**src/rtl/outmem_port_arbiter_if.sv**
```systemverilog
// ---------------------------------------------------------------------------
// outmem_port_arbiter_if
// Purpose : bundles the accumulator, output-memory and PS register-bus signals
//           that meet at the output-memory port arbiter.
// Modports:
//   slave  - the arbiter: takes acc_* / ps_* requests and mem_* read returns;
//            drives the mem_* request port, the responses and the statistics.
//   master - the surrounding logic (accumulator, memory, PS bus, or a bench).
// Signals : acc_{wadd,wren,idat,radd,rden,odat,ovld,hold},
//           mem_{wadd,wren,idat,radd,rden,odat,ovld},
//           ps_{addr,wren,wdat,rden,rdat,rvld,wack,err},
//           stat_ps_wait_max, stat_acc_hold_cnt.
// ---------------------------------------------------------------------------
interface outmem_port_arbiter_if #(
    parameter int ADDR_WIDTH = 32,
    parameter int DATA_WIDTH = 32
);
    // accumulator side
    logic [ADDR_WIDTH-1:0] acc_wadd;
    logic                  acc_wren;
    logic [DATA_WIDTH-1:0] acc_idat;
    logic [ADDR_WIDTH-1:0] acc_radd;
    logic                  acc_rden;
    logic [DATA_WIDTH-1:0] acc_odat;
    logic                  acc_ovld;
    logic                  acc_hold;
    // physical 1W1R output memory side
    logic [ADDR_WIDTH-1:0] mem_wadd;
    logic                  mem_wren;
    logic [DATA_WIDTH-1:0] mem_idat;
    logic [ADDR_WIDTH-1:0] mem_radd;
    logic                  mem_rden;
    logic [DATA_WIDTH-1:0] mem_odat;
    logic                  mem_ovld;
    // PS register bus side
    logic [ADDR_WIDTH-1:0] ps_addr;
    logic                  ps_wren;
    logic [DATA_WIDTH-1:0] ps_wdat;
    logic                  ps_rden;
    logic [DATA_WIDTH-1:0] ps_rdat;
    logic                  ps_rvld;
    logic                  ps_wack;
    logic                  ps_err;
    // statistics
    logic [15:0]           stat_ps_wait_max;
    logic [31:0]           stat_acc_hold_cnt;

    modport slave (
        input  acc_wadd, acc_wren, acc_idat, acc_radd, acc_rden,
        output acc_odat, acc_ovld, acc_hold,
        output mem_wadd, mem_wren, mem_idat, mem_radd, mem_rden,
        input  mem_odat, mem_ovld,
        input  ps_addr, ps_wren, ps_wdat, ps_rden,
        output ps_rdat, ps_rvld, ps_wack, ps_err,
        output stat_ps_wait_max, stat_acc_hold_cnt
    );

    modport master (
        output acc_wadd, acc_wren, acc_idat, acc_radd, acc_rden,
        input  acc_odat, acc_ovld, acc_hold,
        input  mem_wadd, mem_wren, mem_idat, mem_radd, mem_rden,
        output mem_odat, mem_ovld,
        output ps_addr, ps_wren, ps_wdat, ps_rden,
        input  ps_rdat, ps_rvld, ps_wack, ps_err,
        input  stat_ps_wait_max, stat_acc_hold_cnt
    );
endinterface

```
**src/rtl/outmem_port_arbiter.sv**
```systemverilog
// ---------------------------------------------------------------------------
// outmem_port_arbiter
// Purpose : shares the 1W1R output (psum) memory between the accumulator and
//           the PS register bus. The accumulator always wins a port; PS
//           accesses wait in one write slot and one read slot and fill idle
//           cycles. Read returns are routed to their owner by a tag pipe whose
//           depth matches the memory read latency.
// Ports   :
//   clk  - clock
//   rst  - synchronous, active-high reset
//   bus  - outmem_port_arbiter_if.slave (acc_*, mem_*, ps_*, stat_*)
// Option  : define OUTMEM_ARB_STAT_EN to build the wait/hold statistics
//           counters; otherwise stat_ps_wait_max / stat_acc_hold_cnt read 0.
// ---------------------------------------------------------------------------
module outmem_port_arbiter #(
    parameter int                    ADDR_WIDTH = 32,
    parameter int                    DATA_WIDTH = 32,
    parameter int                    MEM_DELAY  = 1,
    parameter logic [ADDR_WIDTH-1:0] BASE_ADDR  = 32'hE000_0000,
    parameter int                    WIN_WIDTH  = 16,
    parameter int                    WAIT_LIMIT = 64
) (
    input  logic                  clk,
    input  logic                  rst,
    outmem_port_arbiter_if.slave  bus
);

    typedef enum logic { OWN_ACC = 1'b0, OWN_PS = 1'b1 } owner_e;
    typedef struct packed {
        logic   vld;
        owner_e own;
    } tag_t;

    localparam logic [15:0] WAIT_LIM16 = 16'(WAIT_LIMIT);

    function automatic logic [15:0] sat_inc16(input logic [15:0] v);
        return (v == 16'hFFFF) ? v : v + 16'd1;
    endfunction

    // pending PS slots
    logic                  r_wr_full, r_rd_full;
    logic [ADDR_WIDTH-1:0] r_wr_addr, r_rd_addr;
    logic [DATA_WIDTH-1:0] r_wr_data;
    logic [15:0]           r_wr_wait, r_rd_wait;
    logic                  r_err, r_hold;
    logic [DATA_WIDTH-1:0] r_ps_rdat;
    logic                  r_ps_rvld;
    tag_t                  r_tag [MEM_DELAY];

    logic [ADDR_WIDTH-1:0] w_ps_off;
    logic                  w_ps_in_win;
    logic                  w_acc_wr, w_acc_rd, w_ps_wr_go, w_ps_rd_go;
    logic                  w_wr_accept, w_wr_drop, w_rd_accept, w_rd_drop;
    logic                  w_wr_full_nxt, w_rd_full_nxt, w_hold_set;
    logic [15:0]           w_wr_wait_nxt, w_rd_wait_nxt;
    tag_t                  w_tag_in, w_head;
    logic                  w_to_acc, w_to_ps;

    // window decode: offset is the memory word address
    assign w_ps_off    = bus.ps_addr - BASE_ADDR;
    assign w_ps_in_win = (bus.ps_addr >= BASE_ADDR) && ((w_ps_off >> WIN_WIDTH) == '0);

    // grant: accumulator first, PS slot only on an idle port
    assign w_acc_wr   = ~rst & bus.acc_wren;
    assign w_acc_rd   = ~rst & bus.acc_rden;
    assign w_ps_wr_go = ~rst & ~bus.acc_wren & r_wr_full;
    // a PS read to the address the PS write is committing now waits one
    // cycle so it returns the new data instead of the old word
    assign w_ps_rd_go = ~rst & ~bus.acc_rden & r_rd_full
                        & ~(w_ps_wr_go && (r_wr_addr == r_rd_addr));

    // slot occupancy is judged on the registered flag: a pulse arriving in
    // the same cycle its slot drains is still dropped
    assign w_wr_accept = bus.ps_wren & w_ps_in_win & ~r_wr_full;
    assign w_wr_drop   = bus.ps_wren & w_ps_in_win &  r_wr_full;
    assign w_rd_accept = bus.ps_rden & w_ps_in_win & ~r_rd_full;
    assign w_rd_drop   = bus.ps_rden & w_ps_in_win &  r_rd_full;

    assign w_wr_full_nxt = w_wr_accept | (r_wr_full & ~w_ps_wr_go);
    assign w_rd_full_nxt = w_rd_accept | (r_rd_full & ~w_ps_rd_go);
    assign w_wr_wait_nxt = (r_wr_full & ~w_ps_wr_go) ? sat_inc16(r_wr_wait) : 16'd0;
    assign w_rd_wait_nxt = (r_rd_full & ~w_ps_rd_go) ? sat_inc16(r_rd_wait) : 16'd0;
    assign w_hold_set    = (w_wr_wait_nxt >= WAIT_LIM16) | (w_rd_wait_nxt >= WAIT_LIM16);

    // memory request port, combinational for zero added acc latency
    always_comb begin
        // NOTE: every output gets a default first so no path leaves one unassigned (no latch).
        bus.mem_wren = 1'b0;
        bus.mem_wadd = '0;
        bus.mem_idat = '0;
        bus.mem_rden = 1'b0;
        bus.mem_radd = '0;
        if (w_acc_wr) begin
            bus.mem_wren = 1'b1;
            bus.mem_wadd = bus.acc_wadd;
            bus.mem_idat = bus.acc_idat;
        end else if (w_ps_wr_go) begin
            bus.mem_wren = 1'b1;
            bus.mem_wadd = r_wr_addr;
            bus.mem_idat = r_wr_data;
        end
        if (w_acc_rd) begin
            bus.mem_rden = 1'b1;
            bus.mem_radd = bus.acc_radd;
        end else if (w_ps_rd_go) begin
            bus.mem_rden = 1'b1;
            bus.mem_radd = r_rd_addr;
        end
    end

    // tag pipe: one entry per issued read, head lines up with mem_ovld
    assign w_tag_in = '{vld: w_acc_rd | w_ps_rd_go, own: (w_acc_rd ? OWN_ACC : OWN_PS)};
    assign w_head   = r_tag[MEM_DELAY-1];

    always_ff @(posedge clk) begin
        // NOTE: the tag pipe is cleared explicitly; stale valid bits would misroute returns that land after reset.
        if (rst) begin
            for (int i = 0; i < MEM_DELAY; i++) r_tag[i] <= '0;
        end else begin
            r_tag[0] <= w_tag_in;
            for (int i = 1; i < MEM_DELAY; i++) r_tag[i] <= r_tag[i-1];
        end
    end

    assign w_to_acc = ~rst & bus.mem_ovld & w_head.vld & (w_head.own == OWN_ACC);
    assign w_to_ps  = ~rst & bus.mem_ovld & w_head.vld & (w_head.own == OWN_PS);

    always_ff @(posedge clk) begin
        // NOTE: state uses <= so every register samples pre-edge values regardless of statement order.
        if (rst) begin
            r_wr_full <= 1'b0;
            r_wr_addr <= '0;
            r_wr_data <= '0;
            r_wr_wait <= '0;
            r_rd_full <= 1'b0;
            r_rd_addr <= '0;
            r_rd_wait <= '0;
            r_err     <= 1'b0;
            r_hold    <= 1'b0;
            r_ps_rdat <= '0;
            r_ps_rvld <= 1'b0;
        end else begin
            r_wr_full <= w_wr_full_nxt;
            r_rd_full <= w_rd_full_nxt;
            r_wr_wait <= w_wr_wait_nxt;
            r_rd_wait <= w_rd_wait_nxt;
            if (w_wr_accept) begin
                r_wr_addr <= w_ps_off;
                r_wr_data <= bus.ps_wdat;
            end
            if (w_rd_accept) r_rd_addr <= w_ps_off;
            if (w_wr_drop || w_rd_drop) r_err <= 1'b1;
            // hold releases as soon as both slots are known to be empty next cycle
            if (w_hold_set) r_hold <= 1'b1;
            else if (!w_wr_full_nxt && !w_rd_full_nxt) r_hold <= 1'b0;
            r_ps_rvld <= w_to_ps;
            if (w_to_ps) r_ps_rdat <= bus.mem_odat;
        end
    end

    assign bus.acc_odat = w_to_acc ? bus.mem_odat : '0;
    assign bus.acc_ovld = w_to_acc;
    assign bus.acc_hold = r_hold;
    assign bus.ps_rdat  = r_ps_rdat;
    assign bus.ps_rvld  = r_ps_rvld;
    assign bus.ps_wack  = w_ps_wr_go;
    assign bus.ps_err   = r_err;

`ifdef OUTMEM_ARB_STAT_EN
    logic [15:0] r_stat_wait_max;
    logic [31:0] r_stat_hold_cnt;
    logic [15:0] w_grant_wait;

    // largest wait among the slots granted this cycle
    always_comb begin
        w_grant_wait = 16'd0;
        if (w_ps_wr_go) w_grant_wait = r_wr_wait;
        if (w_ps_rd_go && (r_rd_wait > w_grant_wait)) w_grant_wait = r_rd_wait;
    end

    always_ff @(posedge clk) begin
        if (rst) begin
            r_stat_wait_max <= '0;
            r_stat_hold_cnt <= '0;
        end else begin
            if (w_grant_wait > r_stat_wait_max) r_stat_wait_max <= w_grant_wait;
            if (r_hold && (r_stat_hold_cnt != 32'hFFFF_FFFF))
                r_stat_hold_cnt <= r_stat_hold_cnt + 32'd1;
        end
    end

    assign bus.stat_ps_wait_max  = r_stat_wait_max;
    assign bus.stat_acc_hold_cnt = r_stat_hold_cnt;
`else
    assign bus.stat_ps_wait_max  = '0;
    assign bus.stat_acc_hold_cnt = '0;
`endif

endmodule

```
**src/flat_wrapper.sv**
```systemverilog
// flat-port wrapper written by rule: the top's interface ports become plain ports
module outmem_port_arbiter_flat 
#(
    parameter int                    ADDR_WIDTH = 32,
    parameter int                    DATA_WIDTH = 32,
    parameter int                    MEM_DELAY  = 1,
    parameter logic [ADDR_WIDTH-1:0] BASE_ADDR  = 32'hE000_0000,
    parameter int                    WIN_WIDTH  = 16,
    parameter int                    WAIT_LIMIT = 64
)
  (clk, rst, bus_acc_wadd, bus_acc_wren, bus_acc_idat, bus_acc_radd, bus_acc_rden, bus_acc_odat, bus_acc_ovld, bus_acc_hold, bus_mem_wadd, bus_mem_wren, bus_mem_idat, bus_mem_radd, bus_mem_rden, bus_mem_odat, bus_mem_ovld, bus_ps_addr, bus_ps_wren, bus_ps_wdat, bus_ps_rden, bus_ps_rdat, bus_ps_rvld, bus_ps_wack, bus_ps_err, bus_stat_ps_wait_max, bus_stat_acc_hold_cnt);
  outmem_port_arbiter_if #(.ADDR_WIDTH(ADDR_WIDTH), .DATA_WIDTH(DATA_WIDTH)) bus_i ();
  input  logic clk;
  input  logic rst;
  input wire logic [$bits(bus_i.acc_wadd)-1:0] bus_acc_wadd;
  input wire logic [$bits(bus_i.acc_wren)-1:0] bus_acc_wren;
  input wire logic [$bits(bus_i.acc_idat)-1:0] bus_acc_idat;
  input wire logic [$bits(bus_i.acc_radd)-1:0] bus_acc_radd;
  input wire logic [$bits(bus_i.acc_rden)-1:0] bus_acc_rden;
  output wire logic [$bits(bus_i.acc_odat)-1:0] bus_acc_odat;
  output wire logic [$bits(bus_i.acc_ovld)-1:0] bus_acc_ovld;
  output wire logic [$bits(bus_i.acc_hold)-1:0] bus_acc_hold;
  output wire logic [$bits(bus_i.mem_wadd)-1:0] bus_mem_wadd;
  output wire logic [$bits(bus_i.mem_wren)-1:0] bus_mem_wren;
  output wire logic [$bits(bus_i.mem_idat)-1:0] bus_mem_idat;
  output wire logic [$bits(bus_i.mem_radd)-1:0] bus_mem_radd;
  output wire logic [$bits(bus_i.mem_rden)-1:0] bus_mem_rden;
  input wire logic [$bits(bus_i.mem_odat)-1:0] bus_mem_odat;
  input wire logic [$bits(bus_i.mem_ovld)-1:0] bus_mem_ovld;
  input wire logic [$bits(bus_i.ps_addr)-1:0] bus_ps_addr;
  input wire logic [$bits(bus_i.ps_wren)-1:0] bus_ps_wren;
  input wire logic [$bits(bus_i.ps_wdat)-1:0] bus_ps_wdat;
  input wire logic [$bits(bus_i.ps_rden)-1:0] bus_ps_rden;
  output wire logic [$bits(bus_i.ps_rdat)-1:0] bus_ps_rdat;
  output wire logic [$bits(bus_i.ps_rvld)-1:0] bus_ps_rvld;
  output wire logic [$bits(bus_i.ps_wack)-1:0] bus_ps_wack;
  output wire logic [$bits(bus_i.ps_err)-1:0] bus_ps_err;
  output wire logic [$bits(bus_i.stat_ps_wait_max)-1:0] bus_stat_ps_wait_max;
  output wire logic [$bits(bus_i.stat_acc_hold_cnt)-1:0] bus_stat_acc_hold_cnt;
  assign bus_i.acc_wadd = bus_acc_wadd;
  assign bus_i.acc_wren = bus_acc_wren;
  assign bus_i.acc_idat = bus_acc_idat;
  assign bus_i.acc_radd = bus_acc_radd;
  assign bus_i.acc_rden = bus_acc_rden;
  assign bus_acc_odat = bus_i.acc_odat;
  assign bus_acc_ovld = bus_i.acc_ovld;
  assign bus_acc_hold = bus_i.acc_hold;
  assign bus_mem_wadd = bus_i.mem_wadd;
  assign bus_mem_wren = bus_i.mem_wren;
  assign bus_mem_idat = bus_i.mem_idat;
  assign bus_mem_radd = bus_i.mem_radd;
  assign bus_mem_rden = bus_i.mem_rden;
  assign bus_i.mem_odat = bus_mem_odat;
  assign bus_i.mem_ovld = bus_mem_ovld;
  assign bus_i.ps_addr = bus_ps_addr;
  assign bus_i.ps_wren = bus_ps_wren;
  assign bus_i.ps_wdat = bus_ps_wdat;
  assign bus_i.ps_rden = bus_ps_rden;
  assign bus_ps_rdat = bus_i.ps_rdat;
  assign bus_ps_rvld = bus_i.ps_rvld;
  assign bus_ps_wack = bus_i.ps_wack;
  assign bus_ps_err = bus_i.ps_err;
  assign bus_stat_ps_wait_max = bus_i.stat_ps_wait_max;
  assign bus_stat_acc_hold_cnt = bus_i.stat_acc_hold_cnt;
  outmem_port_arbiter #(.ADDR_WIDTH(ADDR_WIDTH), .DATA_WIDTH(DATA_WIDTH), .MEM_DELAY(MEM_DELAY), .BASE_ADDR(BASE_ADDR), .WIN_WIDTH(WIN_WIDTH), .WAIT_LIMIT(WAIT_LIMIT)) u_core (.clk(clk), .rst(rst), .bus(bus_i));
endmodule
```
**config.mk**
```make
export PLATFORM = sky130hd
export DESIGN_NAME = outmem_port_arbiter_flat
export DESIGN_NICKNAME = d
export VERILOG_FILES = /design/src/rtl/outmem_port_arbiter_if.sv /design/src/rtl/outmem_port_arbiter.sv /design/src/flat_wrapper.sv
export SDC_FILE = /design/constraint.sdc
export NUM_CORES = 1
export LEC_CHECK = 0
export ABC_AREA = 1
export CAP_MARGIN = 40
export CORE_AREA = 2 2 160 162
export CTS_CLUSTER_DIAMETER = 80
export DETAILED_ROUTE_END_ITERATION = 7
export DIE_AREA = 0 0 162 164
export GPL_TIMING_DRIVEN = 0
export PLACE_DENSITY = 0.7
export SYNTH_ARGS = -nofsm -noshare
export SYNTH_HDL_FRONTEND = slang
export SYNTH_SLANG_ARGS = --single-unit
```
**constraint.sdc**
```tcl
create_clock -name clk -period 3.62 [get_ports clk]
set_input_delay 0.362 -clock clk [delete_from_list [all_inputs] [get_ports clk]]
set_output_delay 0.362 -clock clk [all_outputs]
set_load 0.005 [all_outputs]
```
== Word-level counts from Yosys, hierarchy flattened ==
Memory sizes are Yosys's and may differ from the RTL's.
Index checks and enable logic that the tools add are counted.

* $add $sub $neg: 3
* Order comparisons: 3
* Equal/unequal tests: 3
* Muxes and demuxes: 23
* Bitwise logic cells: 32
* Reduce and logical (&&, ||, !) cells: 9

{| class="wikitable"
|+ Operators with widths
! operator !! number
|-
| 2-to-1 mux 32 bit || 7
|-
| 2-to-1 mux 16 bit || 4
|-
| adder 16 x 1 -> 16 bit, second input constant || 2
|-
| == test 16 bit, second input constant || 2
|-
| == test 32 bit || 1
|-
| >= comparator 16 x 7 -> 1 bit, second input constant || 2
|-
| >= comparator 32 bit, second input constant || 1
|-
| logical NOT 32 bit || 1
|-
| subtractor 32 bit, second input constant || 1
|-
| bitwise AND 1 bit || 19
|-
| 2-to-1 mux 1 bit || 11
|-
| inverter 1 bit || 9
|-
| bitwise OR 1 bit || 4
|-
| logical AND 1 bit || 3
|-
| logical NOT 1 bit || 2
|-
| 2-to-1 mux 2 bit || 1
|-
| nonzero test 2 bit || 1
|-
| OR reduction 2 bit || 1
|-
| logical OR 1 bit || 1
|}

* Bits in registers: 165
* Memory bits (writable): 2
* Input bits: 199
* Output and inout port bits: 215
* Word-level logic and storage cells: 85
* Memories kept: 1

{| class="wikitable"
|+ Memory list
! name !! depth !! bits a word !! read ports !! clocked after memory_dff !! write ports !! RTL line !! source
|-
| u_core.r_tag || 1 || 2 || 1 || 0 || 1 || outmem_port_arbiter.sv:48 || <nowiki>tag_t r_tag [MEM_DELAY];</nowiki>
|}

== Longest topological paths before layout ==
Gate-level depths: netlist (run 1).

* Depth in word-level cells: 13
* Mapped depth: 15
* Gate-level depth less buffers: 15

== Worst setup path before layout (run 1) ==
No wires, ideal clock.

* Kind: input to output
* Start: input rst
* End: output bus_mem_radd[19]
* Arrival time: 1.534 ns
* Data required time: 3.258 ns
* Path slack: 1.724 ns
* Stages: 10
* Path buffers: 1
* Path through: nor3_4 > nand2_1 > nor2_1 > nand2_1 > nor2_1 > nand3_1 > nand2_2 > inv_2 > buf_2 > a32o_1

* Cells in the longest elaborated chain, start to end: 8
* Elaborated cells on any way between the ends: 11
* Classes of those cells: mux (2); bitwise (8); reduce/logical (1)

{| class="wikitable"
|+ RTL lines
! what !! RTL line !! source
|-
| from (decl) || flat_wrapper.sv:14 || <nowiki>input logic rst;</nowiki>
|-
| inverter 1 bit * || outmem_port_arbiter.sv:65, outmem_port_arbiter.sv:66, outmem_port_arbiter.sv:69 ||
|-
| bitwise AND 1 bit (2 in series) || outmem_port_arbiter.sv:66 || <nowiki>assign w_ps_wr_go = ~rst & ~bus.acc_wren & r_wr_full;</nowiki>
|-
| logical AND 1 bit || outmem_port_arbiter.sv:70 || <nowiki>& ~(w_ps_wr_go && (r_wr_addr == r_rd_addr));</nowiki>
|-
| inverter 1 bit || outmem_port_arbiter.sv:70 ||
|-
| bitwise AND 1 bit || outmem_port_arbiter.sv:70 ||
|-
| 2-to-1 mux 32 bit || outmem_port_arbiter.sv:105 || <nowiki>end else if (w_ps_rd_go) begin</nowiki>
|-
| 2-to-1 mux 32 bit * || outmem_port_arbiter.sv:102 || <nowiki>if (w_acc_rd) begin</nowiki>
|-
| to (decl) || flat_wrapper.sv:26 || <nowiki>output wire logic [$bits(bus_i.mem_radd)-1:0] bus_mem_radd;</nowiki>
|}

Every way passes the cells marked *; elsewhere a longest branch is shown, timed or not.

== Worst setup path in the final report (run 1) ==
* Start: input bus_acc_wren
* End: output bus_mem_radd[29]

* Cells in the longest elaborated chain, start to end: 8

{| class="wikitable"
|+ RTL lines
! what !! RTL line !! source
|-
| from (decl) || flat_wrapper.sv:16 || <nowiki>input wire logic [$bits(bus_i.acc_wren)-1:0] bus_acc_wren;</nowiki>
|-
| inverter 1 bit || outmem_port_arbiter.sv:66 ||
|-
| bitwise AND 1 bit (2 in series) || outmem_port_arbiter.sv:66 ||
|-
| logical AND 1 bit || outmem_port_arbiter.sv:70 ||
|-
| inverter 1 bit || outmem_port_arbiter.sv:70 ||
|-
| bitwise AND 1 bit || outmem_port_arbiter.sv:70 ||
|-
| 2-to-1 mux 32 bit || outmem_port_arbiter.sv:105 ||
|-
| 2-to-1 mux 32 bit || outmem_port_arbiter.sv:102 ||
|}

Every way passes these cells.

==> flow_summary.json, run 1 <==
{
  "grt_max_degree": 17,
  "worstPathRequired_ns": 3.26,
  "seqPwrFrac_pct": 43.9,
  "async_reset_ff_share_pct": 0,
  "yosys-top-cells-area": "dfxtp_1, nand2_1, o21ai_0",
  "finalCritPeriodShare_pct": 95.0,
  "use_met1_pct": 28.9,
  "met2_usage_pct": 44.5,
  "final_area_um2": 13300,
  "placed_cell_area_um2": 12800,
  "n_antenna_cell": 0,
  "drive_above_1_share_pct": 6.57,
  "grt_overflow": 0,
  "gp_congestion": 0.897,
  "crit_chain": "clkdlybuf4s50_1 -> nor3_4 -> nand2_1 -> nor2_1 -> nand2_1 -> nor2_1 -> nand3_1 -> nand2_2 -> inv_2 -> buf_2 -> a32o_1 -> clkdlybuf4s50_1",
  "syn_inst": 1232,
  "hp-class": "flip-flop to flip-flop",
  "setup_slack_ns": 0.182,
  "numCtsBuffers": 17,
  "hpwl_um": 27100,
  "vias": 9445,
  "slowest_delay_ns": 0.51,
  "cap_violations": 0,
  "ys_types": 37,
  "status": "completed",
  "finalNetCount": 1864,
  "synth_area_per_cell_um2": 6.92,
  "tns_ns": 0,
  "clock_power_share_pct": 43.0,
  "dieArea_um2": 26600,
  "grt_pass1_vias": 9003,
  "intPower_uw": 3160,
  "synthFlopType": "dfxtp_1",
  "clk_latency_ns": 0.43,
  "fmax_ghz": 0.291,
  "yosysMostFrequentCell": "nand2_1",
  "yosys_register_bits": 167,
  "setup_viol": 0,
  "first_pass_iters": 4,
  "io_pins": 414,
  "period_needed_ns": 3.44,
  "cts_buffer_depth": 2,
  "hold_viol_final": 0,
  "maxSlewHeadroom_pct": 56.0,
  "powerDensity_nw_per_um2": 315,
  "coreArea_um2": 24800,
  "routedWlPerCell_um": 16.7,
  "die_w_um": 162,
  "ys_seq_area_share_pct": 39.2,
  "grt_setup_unrepaired": "false",
  "slowest_stage": "clkdlybuf4s50_1",
  "tightest_slew_ns": 0.660,
  "gr-usage-all-layers_pct": 24.5,
  "route.detailed.drc": 0,
  "cp_max_fo": 10,
  "cp_top_family": "buffers and inverters",
  "grt_pass1_wl_um": 49900,
  "netlist_top_cells_count": "nand2_1, inv_1, dfxtp_1, o21ai_0, nor2_1",
  "hold_slack_ns": 0.449,
  "p_comb_share_pct": 13.1,
  "drv_slew": 0,
  "clk_pin_slew_ns": 0.07,
  "cp.arrival_ns": 3.08,
  "peakVddDrop_uv": 241,
  "antenna_found_initial": 0,
  "place_ws_ns": -0.0750,
  "syn_to_final_growth_pct": 56.5,
  "io_buffers": 364,
  "synth-edff-count": 0,
  "clock_skew_ns": 0.0148,
  "initial_core_util_pct": 34.3,
  "wirelength_um": 33600,
  "cts_hold_buf": 0,
  "vias_per_cell": 4.71,
  "fp.dieH_um": 164,
  "grtUsageMet3_pct": 5.61,
  "cellLeakagePower_uw": 0.00539,
  "synth_top_area_share_pct": 39.2,
  "drtAntennaViolNets": 0,
  "p_sw_share_pct": 24.9,
  "cts.sinks": 167,
  "htree_num_levels": 4,
  "cts_root_buffer": "clkbuf_16",
  "synth_area_um2": 8520,
  "yosysWarnings": 0,
  "cts_tree": "built",
  "crit_type": "input pin to output pin",
  "final_core_util_pct": 53.7,
  "rows": 58,
  "synth_top_area_cell": "dfxtp_1",
  "drt_iter0_drc": 524,
  "grt-busiest-layer": "met2",
  "cp-start-kind": "input pin",
  "end_kind": "output pin",
  "p_sw_uw": 1050,
  "path_buf_inv": 4
}
final cells by class:
cell class / count / area (µm²)
fill: 2420 / 11500
multi-input combinational: 821 / 4070
timing repair buffer: 364 / 3640
sequential: 167 / 3340
inverter: 176 / 662
buffer: 115 / 628
clock buffer: 19 / 433
tap: 330 / 413
clock inverter: 13 / 141
power groups by stage:
stage,Combinational (µW),Sequential (µW),Clock [µW]
after floorplan,164,1890,0
final,550,1850,1810
after global placement,545,1890,0
after detailed placement,547,1890,0
after global routing,593,1850,1900
after CTS,551,1850,1830
worst reg2reg max path, delay by kind of cell, from the launching register on:
family                   cells  cell delay (ns)
adder cells (fa/ha/maj)      1             0.23
flip-flops                   1             0.38
AO/OA/AOI/OAI                2             0.38
buffers and inverters        2             0.09
AND/OR/NAND/NOR              9             1.04
metal layers:
layer | up-vias | wire [µm]
met2 | 376 | 16700
met3 | 40 | 2400
li1 | 4733 | -
met1 | 4296 | 13900
met5 | - | 0
met4 | 0 | 601
worst paths after layout:
kind                            cells after the start            startpoint  slack, ns                    to
worst max-delay path                               12          bus_acc_wren       0.18      bus_mem_radd[29]
worst min-delay path                                2  u_core.r_wr_data[12]       0.45  u_core.r_wr_data[12]
worst max register to register                     14   u_core.r_wr_wait[1]       1.42   u_core.bus.acc_hold
worst min register to register                      2  u_core.r_wr_data[12]       0.45  u_core.r_wr_data[12]
cell usage in the layout (no fill, tap or decap), types with 16 or more instances in the layout:
cell type	Yosys	layout
buf_4	48	48
inv_1	171	171
nand2_1	213	213
a21oi_1	58	58
a211oi_1	16	16
o21ai_0	157	157
dfxtp_1	167	167
xnor2_1	29	29
conb_1	1	48
clkbuf_1	59	58
clkdlybuf4s50_1	0	364
nor2_1	120	120
nand3_1	83	83
clkbuf_16	0	17
registers in the layout, indices dropped and copies added, names as in the netlist, 2 cells and up:
register / flops
u_core.r_tag: 2
u_core.r_rd_wait: 16
u_core.r_wr_wait: 16
u_core.bus.ps_rdat: 32
u_core.r_wr_addr: 32
u_core.r_wr_data: 32
u_core.r_rd_addr: 32
metrics by stage:
stage	power (µW)	instances
global route	4340	2005
global placement	2430	1973
detailed placement	2430	1973
floorplan	2050	1279
CTS	4230	2005
finish	4210	2005
timing repair:
action	CTS	global route
endpoints found under the setup margin	12	19
gates resized for setup	1	4
hold endpoints to repair	0	0
buffers inserted	0	0
logic make-up (layout without fill, tap and decap cells):
group	after synthesis	after routing	synth area share, %
flops	167	167	39.2
fa+ha+maj	3	3	0.441
xor+xnor	41	41	4.21
compound gates	269	269	18.0
other cells	1	48	0.0440
mux	1	1	0.117
buf+inv	291	687	15.1
simple gates	459	459	22.8
(Power assumes the default switching activity.)
==> run 2: changes to the inputs <==
--- a/config.mk
+++ b/config.mk
@@ -8,7 +8,6 @@
 export ABC_AREA = 1
 export CAP_MARGIN = 40
 export CORE_AREA = 2 2 160 162
-export CTS_CLUSTER_DIAMETER = 80
 export DETAILED_ROUTE_END_ITERATION = 7
 export DIE_AREA = 0 0 162 164
 export GPL_TIMING_DRIVEN = 0
==> results of run 2 <==
Final layout, timing and power as in run 1 (identical DEF).
